==> config.mk <==
export PLATFORM = sky130hd
export DESIGN_NAME = cpu_run_ctrl
export DESIGN_NICKNAME = d
export VERILOG_FILES = /design/src/rtl/cpu_run_ctrl.sv
export SDC_FILE = /design/constraint.sdc
export NUM_CORES = 1
export LEC_CHECK = 0
export CAP_MARGIN = 15
export CORE_MARGIN = 4
export CORE_UTILIZATION = 30
export DETAILED_ROUTE_END_ITERATION = 16
export PLACE_DENSITY = 0.61
export SYNTH_ARGS = -nofsm -noshare
export SYNTH_HDL_FRONTEND = slang
export SYNTH_SLANG_ARGS = --single-unit
==> constraint.sdc <==
create_clock -name clk -period 6.85 [get_ports clk]
set_clock_uncertainty 0.1 [all_clocks]
set_input_delay 1.37 -clock clk [delete_from_list [all_inputs] [get_ports clk]]
set_output_delay 1.37 -clock clk [all_outputs]
set_load 0.1 [all_outputs]
==> src/rtl/cpu_run_ctrl.sv <==
// Run controller around the mips core: stretches the core reset, counts RUN
// cycles and detects program end (halt word, stable PC or cycle budget).
module cpu_run_ctrl #(
  parameter int          PC_W         = 32,
  parameter int          CNT_W        = 32,
  parameter int          RESET_CYCLES = 1,
  parameter int          MAX_CYCLES   = 10000,
  parameter logic [31:0] HALT_WORD    = 32'h1000ffff,
  parameter int          HALT_REPEAT  = 4
) (
  input  logic             clk,
  input  logic             reset,
  input  logic [PC_W-1:0]  pc,
  input  logic [31:0]      instr,
  output logic             cpu_reset,
  output logic             running,
  output logic [CNT_W-1:0] cycle_cnt,
  output logic             done,
  output logic             timeout,
  output logic [PC_W-1:0]  halt_pc
);

  localparam int HOLD_W = (RESET_CYCLES < 2) ? 1 : $clog2(RESET_CYCLES);
  localparam int SAME_W = (HALT_REPEAT < 1) ? 1 : $clog2(HALT_REPEAT + 1);

  typedef enum logic [1:0] {HOLD, RUN, DONE, TIMEOUT} state_t;

  state_t             state, state_nxt;
  logic [HOLD_W-1:0]  hold_cnt, hold_cnt_nxt;
  logic [SAME_W-1:0]  same_cnt, same_cnt_nxt, same_run;
  logic [PC_W-1:0]    prev_pc, prev_pc_nxt, halt_pc_nxt;
  logic               prev_valid, prev_valid_nxt;
  logic [CNT_W-1:0]   cycle_cnt_nxt, cycle_inc;
  logic               cpu_reset_nxt, running_nxt, done_nxt, timeout_nxt;
  logic               halt_hit, budget_hit;

  always_ff @(posedge clk) begin
    if (reset) begin
      state      <= HOLD;
      hold_cnt   <= '0;
      same_cnt   <= '0;
      prev_pc    <= '0;
      prev_valid <= 1'b0;
      cpu_reset  <= 1'b1;
      running    <= 1'b0;
      cycle_cnt  <= '0;
      done       <= 1'b0;
      timeout    <= 1'b0;
      halt_pc    <= '0;
    end else begin
      state      <= state_nxt;
      hold_cnt   <= hold_cnt_nxt;
      same_cnt   <= same_cnt_nxt;
      prev_pc    <= prev_pc_nxt;
      prev_valid <= prev_valid_nxt;
      cpu_reset  <= cpu_reset_nxt;
      running    <= running_nxt;
      cycle_cnt  <= cycle_cnt_nxt;
      done       <= done_nxt;
      timeout    <= timeout_nxt;
      halt_pc    <= halt_pc_nxt;
    end
  end

  always_comb begin
    cycle_inc = (cycle_cnt == '1) ? cycle_cnt : cycle_cnt + 1'b1;
    if (!prev_valid || pc != prev_pc) begin
      same_run = '0;
    end else if (same_cnt == SAME_W'(HALT_REPEAT)) begin
      same_run = same_cnt;
    end else begin
      same_run = same_cnt + 1'b1;
    end
    halt_hit   = (instr == HALT_WORD) ||
                 ((HALT_REPEAT != 0) && (same_run == SAME_W'(HALT_REPEAT)));
    // A halt on the same edge as budget exhaustion takes priority.
    budget_hit = (MAX_CYCLES != 0) && !halt_hit &&
                 (cycle_inc == CNT_W'(MAX_CYCLES));

    state_nxt      = state;
    hold_cnt_nxt   = hold_cnt;
    same_cnt_nxt   = same_cnt;
    prev_pc_nxt    = prev_pc;
    prev_valid_nxt = prev_valid;
    cpu_reset_nxt  = cpu_reset;
    running_nxt    = running;
    cycle_cnt_nxt  = cycle_cnt;
    done_nxt       = done;
    timeout_nxt    = timeout;
    halt_pc_nxt    = halt_pc;

    case (state)
      HOLD: begin
        hold_cnt_nxt = hold_cnt + 1'b1;
        if (hold_cnt == HOLD_W'(RESET_CYCLES - 1)) begin
          state_nxt     = RUN;
          cpu_reset_nxt = 1'b0;
          running_nxt   = 1'b1;
        end
      end
      RUN: begin
        cycle_cnt_nxt  = cycle_inc;
        prev_pc_nxt    = pc;
        prev_valid_nxt = 1'b1;
        same_cnt_nxt   = same_run;
        if (halt_hit) begin
          state_nxt   = DONE;
          done_nxt    = 1'b1;
          running_nxt = 1'b0;
          halt_pc_nxt = pc;
        end else if (budget_hit) begin
          state_nxt   = TIMEOUT;
          timeout_nxt = 1'b1;
          running_nxt = 1'b0;
          halt_pc_nxt = pc;
        end
      end
      default: ;
    endcase
  end

endmodule

# Yosys cells after proc, flatten, opt, wreduce, memory -nomap -nowiden

Index checks and enable logic that the tools add are counted.

$add $sub $neg: 3
Equal/unequal tests: 9
Muxes and demuxes: 13
Bitwise logic cells: 2
Reduce and logical (&&, ||, !) cells: 13

Operators with widths:

| cell                                                                    | count |
|---|---|
| 32-bit two-way mux                                                      | 3 |
| 32-bit by 1-bit adder with 32-bit output, second input constant         | 1 |
| 32-bit by 14-bit equality test with 1-bit output, second input constant | 1 |
| 32-bit by 29-bit equality test with 1-bit output, second input constant | 1 |
| 32-bit equality test, second input constant                             | 1 |
| 32-bit != test                                                          | 1 |
| 3-bit equality test, second input constant                              | 2 |
| 2-bit two-way mux                                                       | 3 |
| 3-bit two-way mux                                                       | 2 |
| 2-bit AND reduction                                                     | 3 |
| 3-bit AND reduction                                                     | 2 |
| 2-bit case mux with 2 select lines                                      | 1 |
| 2-bit nonzero test                                                      | 2 |
| 3-bit by 1-bit adder with 3-bit output, second input constant           | 1 |
| 1-bit two-way mux                                                       | 3 |
| 3-bit != test, second input constant                                    | 1 |
| 2-bit by 1-bit equality test with 1-bit output, second input constant   | 1 |
| 1-bit logical NOT                                                       | 2 |
| 2-bit logical NOT                                                       | 1 |
| 1-bit logical OR                                                        | 2 |
| 2-bit != test, second input constant                                    | 1 |
| 1-bit inverter                                                          | 2 |
| 1-bit case mux with 2 select lines                                      | 1 |
| 1-bit adder, second input constant                                      | 1 |
| 1-bit logical AND                                                       | 1 |

Flip-flop bits (word level): 107
Input bits: 66
Output and inout port bits: 68
Logic and storage cells: 51

# Depth between registers and ports, before layout

Gate-level depths: netlist of the first run.

Depth in word-level cells: 10
Mapped depth: 12
Gate-level depth less buffers: 10

# Worst setup path after synthesis of the first run

No wires, ideal clock.

Path kind: reg2reg
Start point: register cycle_cnt[0]
End point: register halt_pc[0]
Library setup time: 118 ps
Data arrival time: 3584 ps
Required time: 6632 ps
Setup slack: 3048 ps
Stages on the path, launching flop included: 11
Path buffers: 1
Clock period less this slack: 3802 ps
Cells stage by stage: dfxtp_1 > ha_1 > nand3_2 > nor4_4 > nand3_1 > a211o_1 > a2111oi_2 > and4_4 > a211oi_4 > buf_6 > a22o_1

Cells in the longest elaborated chain, start to end: 6
Elaborated cells between the ends (all ways): 7
Those cells by class: add/sub: 1; eq/ne: 2; mux: 1; reduce/logical: 3

Ends and longest elaborated chain:

| item                                                                             | RTL line | text |
|---|---|---|
| start: declaration                                                               | 17       | `output logic [CNT_W-1:0] cycle_cnt,` |
| start signal: assignment                                                         | 58       | `cycle_cnt <= cycle_cnt_nxt;` |
| 32-bit by 1-bit adder with 32-bit output or 32-bit equality test (tied branches) | 66       | `cycle_inc = (cycle_cnt == '1) ? cycle_cnt : cycle_cnt + 1'b1;` |
| 32-bit two-way mux (*)                                                           | 66       |  |
| 32-bit by 14-bit equality test with 1-bit output (*)                             | 78       | `(cycle_inc == CNT_W'(MAX_CYCLES));` |
| 1-bit logical AND (*)                                                            | 77       | `budget_hit = (MAX_CYCLES != 0) && !halt_hit &&` |
| 2-bit nonzero test (no line) (*)                                                 | -        |  |
| 2-bit AND reduction (no line) (*)                                                | -        |  |
| end signal: assignment                                                           | 61       | `halt_pc <= halt_pc_nxt;` |
| end: declaration                                                                 | 20       | `output logic [PC_W-1:0] halt_pc` |

Mark *: on every way between the ends. The rest lies on a longest branch, timed or not.
A chain may end at the register's enable or synchronous reset.

# Final worst setup path of the first run

Start point: register cycle_cnt[0]
End point: register halt_pc[24]

Same word-level chain as after synthesis.

==> metrics.md, run 1 <==
| Metric | Value |
|---|---|
| Finished Cell Area | `around 0.0071 mm^2` |
| Syn nets | `a little over 700` |
| Yosys top cell area share | `about two fifths` |
| Seq cells post-synth | `roughly 110` |
| Worst setup EP type | `flip-flop` |
| Post-route DRC | `0` |
| Final Hold Viols | `0` |
| Slew Viols, Final | `0` |
| Row cnt | `48` |
| # hold bufs at CTS | `0` |
| GRT Util Overall | `between 10% and 20%` |
| Syn avg cell area | `about 8.5 um^2` |
| Gr ovfl total | `0` |
| Post-DP HPWL | `11300 um` |
| Resized Gates After CTS | `0` |
| YS warnings | `0` |
| Kind of cell adding the most delay to the critical path | `simple AND/OR/NAND/NOR gates` |
| Slowest stage delay, CP | `0.76 ns` |
| Area Growth Syn to Fin | `31.2%` |
| Worst slew margin | `25.0%` |
| Crit-path cells | `ha_1 > nand3_2 > nor4_4 > nand3_1 > a211o_1 > a2111oi_2 > and4_4 > a211oi_4 > buf_4 > a22o_1` |
| # nets final | `815` |
| Synth Instances | `640` |
| Setup violators final | `0` |
| Ports | `roughly 130` |
| Mapped cell area | `approximately 0.0054 mm^2` |
| Outcome | `finished, final reports clean` |
| Hold Path Class | `flip-flop to flip-flop` |
| Placed Area | `between 0.006 and 0.007 mm^2` |
| Clk buf depth | `2` |
| First-pass GRT wire length | `~26000 um` |
| Die footprint | `0.0203 mm^2` |
| Tot Pwr | `1.34 mW` |
| Critical Path RT | `7.00 ns` |
| Final Core Density | `about two fifths` |
| RSZ-0062 raised after global routing | `false` |
| Vias in the first global route | `between 4000 and 5000` |
| Fin crit share | `between 60% and 70%` |
| Maxcap violations | `0` |
| Worst Max-Slew Pin Slew | `1.11 ns` |
| Peak VDD IR | `between 0.1 and 0.15 mV` |
| Share of layout cells above drive strength 1 | `5.19%` |
| GPL Wtd Cong | `between 0.8 and 0.9` |
| 1st-iter DRT viols | `360` |
| Crit path max fanout | `32` |
| CTS buffer count | `9` |
| Yosys top cell by area | `dfxtp_1` |
| Worst skew pair latency | `between 0.3 and 0.4 ns` |
| Starting Density | `between 30% and 40%` |
| First-pass DRT Iterations | `7` |
| Area of the core | `0.0175 mm^2` |
| Final Critical Period | `around 4.2 ns` |
| Diodes inserted | `0` |
| Post CTS Setup Buffer Count | `0` |
| WL final | `between 15000 and 20000 um` |
| Largest net degree at the start of global routing | `80` |
| CTS sink cnt | `107` |
| Worst path arrival time | `between 4 and 5 ns` |
| Die Ht | `approximately 140 um` |
| Antenna violations before repair | `0` |
| Vias | `about 5000` |
| Setup_tns | `0 ns` |
| Power per cell area | `between 150 and 200 mW/mm^2` |
| Worst path bufs/invs | `1` |
| Post-route ant nets | `0` |
| Leak Pwr | `2.45 nW` |
| Critical path's slowest cell | `nor4_4` |
| Yosys cell types | `60` |
| Clk slew on worst S/H paths | `roughly 0.07 ns` |
| Most frequent cell after synthesis | `dfxtp_1` |
| Critical setup path kind | `flip-flop to flip-flop` |
| Asr flop ratio synth | `0%` |
| Root Buffer | `clkbuf_16` |
| H-tree levels | `3` |
| Die Width | `between 100 and 150 um` |
| CTS tree | `done` |
| Wirelength per Cell | `approximately 16 um` |
| Achievable Freq | `238 MHz` |
| Via density | `~5.2` |
| Most frequent cells after synthesis | `107 x dfxtp_1, 94 x nand2_1, 52 x nor2_1` |
| Number of synthesized flops with an enable pin | `0` |
| Post-synthesis sequential area ratio | `just under 40%` |
| Top cells by area in the synthesized netlist | `dfxtp_1 40%, nand2_1 6.5%, xor2_1 6.1%` |
| Fillers | `about 1800` |
| Ys flop type | `dfxtp_1` |
| Startpoint Class | `flip-flop` |
| Input/output buffers | `between 100 and 150` |
[report_power, final]
part,leakage (nW),internal (mW),switching [mW]
Sequential,0.868,0.642,0.0140
Clock,0.137,0.255,0.252
Combinational,1.45,0.0725,0.109
[through the flow]
step	instances	setup slack (ns)	hold slack (ns)
final	976	2.64	0.355
after global routing	976	2.36	0.390
after CTS	976	2.68	0.358
after detailed placement	960	2.42	0.346
after global placement	960	2.46	0.335
after floorplan	640	3.05	0.348
[layout by cell type, fill, tap and decap left out, drive strengths merged, types with 2 or more instances in the layout]
cell | synthesis | routed
and4b | 2 | 2
dfxtp | 107 | 107
or4 | 7 | 7
buf | 31 | 7
nor4 | 24 | 24
o2111a | 2 | 2
a21oi | 47 | 47
a22o | 32 | 32
clkbuf | 13 | 10
inv | 6 | 9
o21ai | 10 | 10
a41oi | 2 | 2
nor2b | 3 | 3
clkdlybuf4s50 | 0 | 132
xor2 | 38 | 38
or3 | 11 | 11
xnor2 | 26 | 26
nand2b | 4 | 4
a31o | 3 | 3
mux2i | 2 | 2
and3 | 8 | 8
o21a | 2 | 2
a31oi | 8 | 8
ha | 3 | 3
a2111oi | 2 | 2
nand2 | 94 | 94
nand3 | 21 | 21
o31a | 2 | 2
nor3 | 25 | 25
nand4b | 3 | 3
clkinv | 0 | 2
nand4 | 20 | 20
nor2 | 53 | 53
and4 | 8 | 8
a211oi | 9 | 9
nor3b | 2 | 2
[logic make-up after synthesis]
logic type               Yosys count  synth area share, %
AO/OA/AOI/OAI                    128                 16.6
AND/OR/NAND/NOR                  286                 27.5
adder cells (fa/ha/maj)            3                0.692
XOR/XNOR                          64                 10.3
buffers and inverters             50                 4.96
flip-flops                       107                 39.5
multiplexers                       2                0.369
[worst reg2reg max path: cells and delay by family, from the launching register on]
kind,cells,cell delay [ns]
flip-flops,1,0.46
adder cells (fa/ha/maj),1,0.31
AO/OA/AOI/OAI,4,1.10
buffers and inverters,1,0.29
AND/OR/NAND/NOR,4,1.85
[cell type report]
class                           instances  area, um^2  share of cell area, %
Clock buffer                           10         229                   3.22
Clock inverter                          6        56.3                  0.791
Tap cell                              225         282                   3.96
Sequential cell                       107        2140                   30.1
Timing Repair Buffer                  139        1370                   19.3
Inverter                                6        22.5                  0.316
Multi-Input combinational cell        483        3010                   42.4
[final timing paths]
path                                   from                  endpoint  slack [ns]  cells after the start
hold / removal       cpu_reset$_SDFFE_PP1P_    cpu_reset$_SDFFE_PP1P_        0.35                      1
setup / recovery  cycle_cnt[0]$_SDFFE_PP0P_  halt_pc[24]$_SDFFE_PP0P_        2.64                     10
setup reg to reg  cycle_cnt[0]$_SDFFE_PP0P_  halt_pc[24]$_SDFFE_PP0P_        2.64                     10
hold reg to reg      cpu_reset$_SDFFE_PP1P_    cpu_reset$_SDFFE_PP1P_        0.35                      1
[routing by layer]
metal | vias up | global-route usage (%) | share of wire [%]
li1 | 2512 | - | -
met1 | 2341 | 20.6 | 45
met2 | 163 | 25.2 | 47
met3 | 16 | 3.93 | 6.7
met4 | 0 | 4.05 | 1.3
met5 | - | 0 | 0
[sequential cells by signal, indices dropped and copies added, names as in the netlist]
register	count
running	1
same_cnt	3
state	2
done	1
prev_pc	32
prev_valid	1
halt_pc	32
timeout	1
hold_cnt	1
cycle_cnt	32
cpu_reset	1
(Power assumes the default switching activity.)
==> run 2, diff against run 1 <==
==> constraint.sdc (replaced) <==
create_clock -name clk -period 4.1 [get_ports clk]
set_clock_uncertainty 0.1 [all_clocks]
set_input_delay 0.82 -clock clk [delete_from_list [all_inputs] [get_ports clk]]
set_output_delay 0.82 -clock clk [all_outputs]
set_load 0.1 [all_outputs]
==> metrics.md, run 2 (synthesized netlist as in run 1, its figures left out) <==
| Metric | Value |
|---|---|
| Post-DP HPWL | `around 11000 um` |
| Die Width | `between 100 and 150 um` |
| Critical Path RT | `about 4.3 ns` |
| Startpoint Class | `flip-flop` |
| First-pass GRT wire length | `about 25000 um` |
| Biggest regs | `cycle_cnt (32), halt_pc (32), prev_pc (32)` |
| # nets final | `821` |
| Power per cell area | `between 300 and 400 mW/mm^2` |
| Ports | `between 100 and 150` |
| Clk buf depth | `2` |
| # hold bufs at CTS | `0` |
| Maxcap violations | `0` |
| Fin crit share | `between 80% and 90%` |
| Post CTS Setup Buffer Count | `0` |
| Area of the core | `between 0.015 and 0.02 mm^2` |
| Via density | `5.21` |
| Gr ovfl total | `0` |
| Worst skew pair latency | `0.35 ns` |
| Leak Pwr | `2.49 nW` |
| Outcome | `finished, final reports clean` |
| Slew Viols, Final | `0` |
| Worst setup EP type | `flip-flop` |
| First-pass DRT Iterations | `5` |
| Worst path arrival time | `between 3 and 4 ns` |
| Setup violators final | `0` |
| Post-route ant nets | `0` |
| Post-route DRC | `0` |
| 1st-iter DRT viols | `~370` |
| Critical setup path kind | `flip-flop to flip-flop` |
| Most frequent cells in the layout | `132 x clkdlybuf4s50_1, 107 x dfxtp_1, 94 x nand2_1` |
| CTS buffer count | `9` |
| Share of layout cells above drive strength 1 | `5.95%` |
| WL final | `roughly 16000 um` |
| Vias | `between 5000 and 6000` |
| Vias in the first global route | `4831` |
| Input/output buffers | `roughly 130` |
| Diodes inserted | `0` |
| Crit path max fanout | `32` |
| Wirelength per Cell | `between 15 and 20 um` |
| Hold Path Class | `flip-flop to flip-flop` |
| Starting Density | `31.0%` |
| RSZ-0062 raised after global routing | `false` |
| Resized Gates After CTS | `0` |
| CTS tree | `done` |
| Final worst slack | `0.600 ns` |
| Largest net degree at the start of global routing | `58` |
| Hold_ws | `0.360 ns` |
| Root Buffer | `clkbuf_16` |
| CTS sink cnt | `approximately 110` |
| GRT Util Overall | `15.3%` |
| Achievable Freq | `286 MHz` |
| Area Growth Syn to Fin | `32.3%` |
| Die footprint | `0.0203 mm^2` |
| Worst slew margin | `between 20% and 30%` |
| Final Critical Period | `between 3 and 4 ns` |
| Worst Max-Slew Pin Slew | `about 1.1 ns` |
| GPL Wtd Cong | `between 0.8 and 0.9` |
| H-tree levels | `3` |
| Setup_tns | `0 ns` |
| Clk slew on worst S/H paths | `about 0.070 ns` |
| Finished Cell Area | `around 0.0072 mm^2` |
| Most common cell after layout, fill and taps aside | `clkdlybuf4s50_1` |
| Row cnt | `between 40 and 50` |
| Die Ht | `between 100 and 150 um` |
| Antenna violations before repair | `0` |
| Tot Pwr | `about 2.2 mW` |
| Peak VDD IR | `approximately 0.19 mV` |
| Place WS | `between 0.3 and 0.4 ns` |
| Placed Area | `between 0.006 and 0.007 mm^2` |
| Final Hold Viols | `0` |
==> run 2: cell count changes in the layout (fill, tap and decap cells not counted) <==
| cell | change |
|---|---|
| buf_12 | +1 |
| clkinvlp_4 | -1 |
| clkbuf_1 | -1 |
| buf_4 | +5 |
| clkinv_4 | +1 |
==> run 2: worst max-delay path, cell delays in order (launching register included) <==
cell and delay, ns:
dfxtp_1 0.51, nand4_1 0.36, or4_1 0.73, o31a_1 0.30, a211oi_1 0.24, o21ai_0 0.19
nor3_2 0.34, a31o_4 0.49, a22o_1 0.19
==> run 2: report_power, final <==
part	switching (mW)	internal, mW	total [mW]
logic	0.181	0.122	0.303
registers	0.0226	1.07	1.09
clock network	0.413	0.423	0.836
==> run 2: cell type report <==
cell class,instances,area (um^2)
Fill cell,1781,10300
Multi-Input combinational cell,483,3010
Sequential cell,107,2140
Timing Repair Buffer,145,1430
Tap cell,225,282
Clock buffer,9,225
Clock inverter,6,57.6
Inverter,6,22.5
==> run 2: through the flow <==
step	util (%)	std cells
after CTS	41.0	981
after global placement	39.4	966
after global routing	41.0	981
after floorplan	-	640
after detailed placement	39.4	966
final	41.0	981
==> run 2: metal layers <==
| metal | up-vias | routed length (um) | GRT usage (%) | share of wire, % |
|---|---|---|---|---|
| met2 | 170 | 7370 | 24.8 | 47 |
| met4 | 0 | 252 | 3.45 | 1.6 |
| li1 | 2532 | - | - | - |
| met1 | 2388 | 7220 | 20.8 | 46 |
| met3 | 23 | 931 | 3.43 | 5.9 |
| met5 | - | 0 | 0 | 0 |
==> run 2: final timing paths <==
path | startpoint | to | slack, ns | cells after the start
worst min register to register | cpu_reset$_SDFFE_PP1P_ | cpu_reset$_SDFFE_PP1P_ | 0.36 | 1
worst max-delay path | cycle_cnt[3]$_SDFFE_PP0P_ | halt_pc[25]$_SDFFE_PP0P_ | 0.60 | 8
worst min-delay path | cpu_reset$_SDFFE_PP1P_ | cpu_reset$_SDFFE_PP1P_ | 0.36 | 1
worst max register to register | cycle_cnt[3]$_SDFFE_PP0P_ | halt_pc[25]$_SDFFE_PP0P_ | 0.60 | 8
==> run 3, diff against run 2 <==
--- a/config.mk
+++ b/config.mk
@@ -5,8 +5,9 @@
 export SDC_FILE = /design/constraint.sdc
 export NUM_CORES = 1
 export LEC_CHECK = 0
+export ABC_CLOCK_PERIOD_IN_PS = 4100
 export CAP_MARGIN = 15
-export CORE_MARGIN = 4
+export CORE_MARGIN = 3
 export CORE_UTILIZATION = 30
 export DETAILED_ROUTE_END_ITERATION = 16
 export PLACE_DENSITY = 0.61
==> metrics.md, run 3 (synthesized netlist as in run 1, its figures left out) <==
| Metric | Value |
|---|---|
| Startpoint Class | `flip-flop` |
| Vias in the first global route | `4715` |
| Worst path arrival time | `3.65 ns` |
| Hold_ws | `~0.35 ns` |
| Final Critical Period | `roughly 3.5 ns` |
| 1st-iter DRT viols | `300` |
| Root Buffer | `clkbuf_16` |
| Critical Path RT | `4.25 ns` |
| Setup violators final | `0` |
| Peak VDD IR | `roughly 0.20 mV` |
| Biggest regs | `cycle_cnt (32), halt_pc (32), prev_pc (32)` |
| Worst Max-Slew Pin Slew | `roughly 1.1 ns` |
| WL final | `around 16000 um` |
| Die footprint | `about 0.020 mm^2` |
| Setup_tns | `0 ns` |
| Reg-to-Reg End | `halt_pc[29]$_SDFFE_PP0P_` |
| Die Width | `between 100 and 150 um` |
| CTS buffer count | `9` |
| First-pass DRT Iterations | `4` |
| Sw Share | `between 20 and 30%` |
| Input/output buffers | `approximately 130` |
| RR Startpoint | `cycle_cnt[2]$_SDFFE_PP0P_` |
| WHS Endpoint | `cpu_reset$_SDFFE_PP1P_` |
| Fillers | `roughly 1800` |
| Achievable Freq | `roughly 290 MHz` |
| Sw Pwr | `0.621 mW` |
| CTS sink cnt | `107` |
| Post-DP HPWL | `~11000 um` |
| Most common cell after layout, fill and taps aside | `clkdlybuf4s50_1` |
| # nets final | `just over 800` |
| Leak Pwr | `2.49 nW` |
| Starting Density | `31.0%` |
| Reg-to-reg slack, setup | `~0.6 ns` |
| Slew Viols, Final | `0` |
| Final Core Density | `approximately two fifths` |
| Row cnt | `48` |
| Hold Path Class | `flip-flop to flip-flop` |
| Most frequent cells in the layout | `132 x clkdlybuf4s50_1, 107 x dfxtp_1, 94 x nand2_1` |
| Post-route DRC | `0` |
| Gr ovfl total | `0` |
| Ports | `about 130` |
| RSZ-0062 raised after global routing | `false` |
| Area of the core | `approximately 0.017 mm^2` |
| Via density | `roughly 5.1` |
| Post-route ant nets | `0` |
| # hold bufs at CTS | `0` |
| Clk buf depth | `2` |
| Combinational Power Share | `13.5%` |
| Maxcap violations | `0` |
| Clk slew on worst S/H paths | `around 0.080 ns` |
| Vias | `between 5000 and 6000` |
| Final Hold Viols | `0` |
| Outcome | `finished, final reports clean` |
| Worst skew pair latency | `around 0.35 ns` |
| Hold Path Cell Cnt | `1` |
| First-pass GRT wire length | `between 20000 and 30000 um` |
| Post CTS Setup Buffer Count | `0` |
| Largest net degree at the start of global routing | `76` |
| Die Ht | `around 140 um` |
| Diodes inserted | `0` |
| Critical setup path kind | `flip-flop to flip-flop` |
| Power per cell area | `313 mW/mm^2` |
| Worst setup EP type | `flip-flop` |
| Antenna violations before repair | `0` |
| GPL Wtd Cong | `around 0.86` |
| Hold Startpoint | `cpu_reset$_SDFFE_PP1P_` |
| Crit path max fanout | `32` |
| GRT Util Overall | `about 16%` |
| CTS tree | `done` |
| Area Growth Syn to Fin | `32.0%` |
| Pint | `~1.6 mW` |
| Wirelength per Cell | `about 16 um` |
| Register-to-Register Path Depth | `9` |
| Resized Gates After CTS | `0` |
| Clk pwr share | `37.5%` |
| Fin crit share | `85.4%` |
| Worst slew margin | `between 20% and 30%` |
| Reg power frac | `49.0%` |
| H-tree levels | `3` |
| Share of layout cells above drive strength 1 | `5.95%` |
-- run 3: cell type report --
cell class / instances / area [um^2] / share of cell area (%)
repair buffers: 145 / 1420 / 19.8
clock inverters: 6 / 55.1 / 0.769
flip-flops and latches: 107 / 2140 / 29.9
multi-input cells: 483 / 3010 / 42.1
well taps: 225 / 282 / 3.93
clock buffers: 9 / 225 / 3.15
inverters: 6 / 22.5 / 0.315
-- run 3: how the worst max path moves through the flow --
stage / from / end / slack [ns] / depth (start not counted)
2_1_floorplan: cycle_cnt[0]$_SDFFE_PP0P_ / halt_pc[0]$_SDFFE_PP0P_ / 0.30 / 10
3_3_place_gp: pc[24] / halt_pc[25]$_SDFFE_PP0P_ / 0.32 / 10
3_5_place_dp: pc[26] / halt_pc[28]$_SDFFE_PP0P_ / 0.29 / 10
4_1_cts: cycle_cnt[2]$_SDFFE_PP0P_ / halt_pc[28]$_SDFFE_PP0P_ / 0.59 / 9
5_1_grt: cycle_cnt[2]$_SDFFE_PP0P_ / halt_pc[27]$_SDFFE_PP0P_ / 0.32 / 9
6_report: cycle_cnt[2]$_SDFFE_PP0P_ / halt_pc[29]$_SDFFE_PP0P_ / 0.60 / 9
-- run 3: worst max-delay path, stage by stage (launching register included) --
cell	delay, ns
dfxtp_1	0.50
nand4_1	0.35
or4_1	0.73
nor3_4	0.23
nand4_1	0.17
a2111oi_2	0.40
and4_4	0.32
a211oi_4	0.06
buf_4	0.25
a22o_1	0.27
-- run 3: per-layer routing --
metal  global-route usage [%]  vias to the layer above  share of wire [%]
met5                        0                        -                  0
met4                     3.82                        0               0.81
met3                     3.07                       10                5.1
met2                     25.7                      137                 48
met1                     21.3                     2326                 46
li1                         -                     2531                  -
-- run 3: power groups by stage --
| stage | combinational, mW | sequential [mW] | clock, mW |
|---|---|---|---|
| after floorplan | 0.135 | 1.16 | 0 |
| after global placement | 0.304 | 1.12 | 0 |
| after detailed placement | 0.306 | 1.12 | 0 |
| after CTS | 0.307 | 1.10 | 0.874 |
| after global routing | 0.331 | 1.10 | 0.908 |
| final | 0.302 | 1.10 | 0.840 |
-- run 3: metrics by stage --
step / power, mW / setup WS, ns / cells / cell area [um^2]
CTS: 2.28 / 0.594 / 981 / 7160
floorplan: 1.29 / 0.298 / 640 / 5420
global route: 2.34 / 0.319 / 981 / 7160
finish: 2.24 / 0.599 / 981 / 7160
detailed placement: 1.43 / 0.289 / 966 / 6880
global placement: 1.42 / 0.320 / 966 / 6880
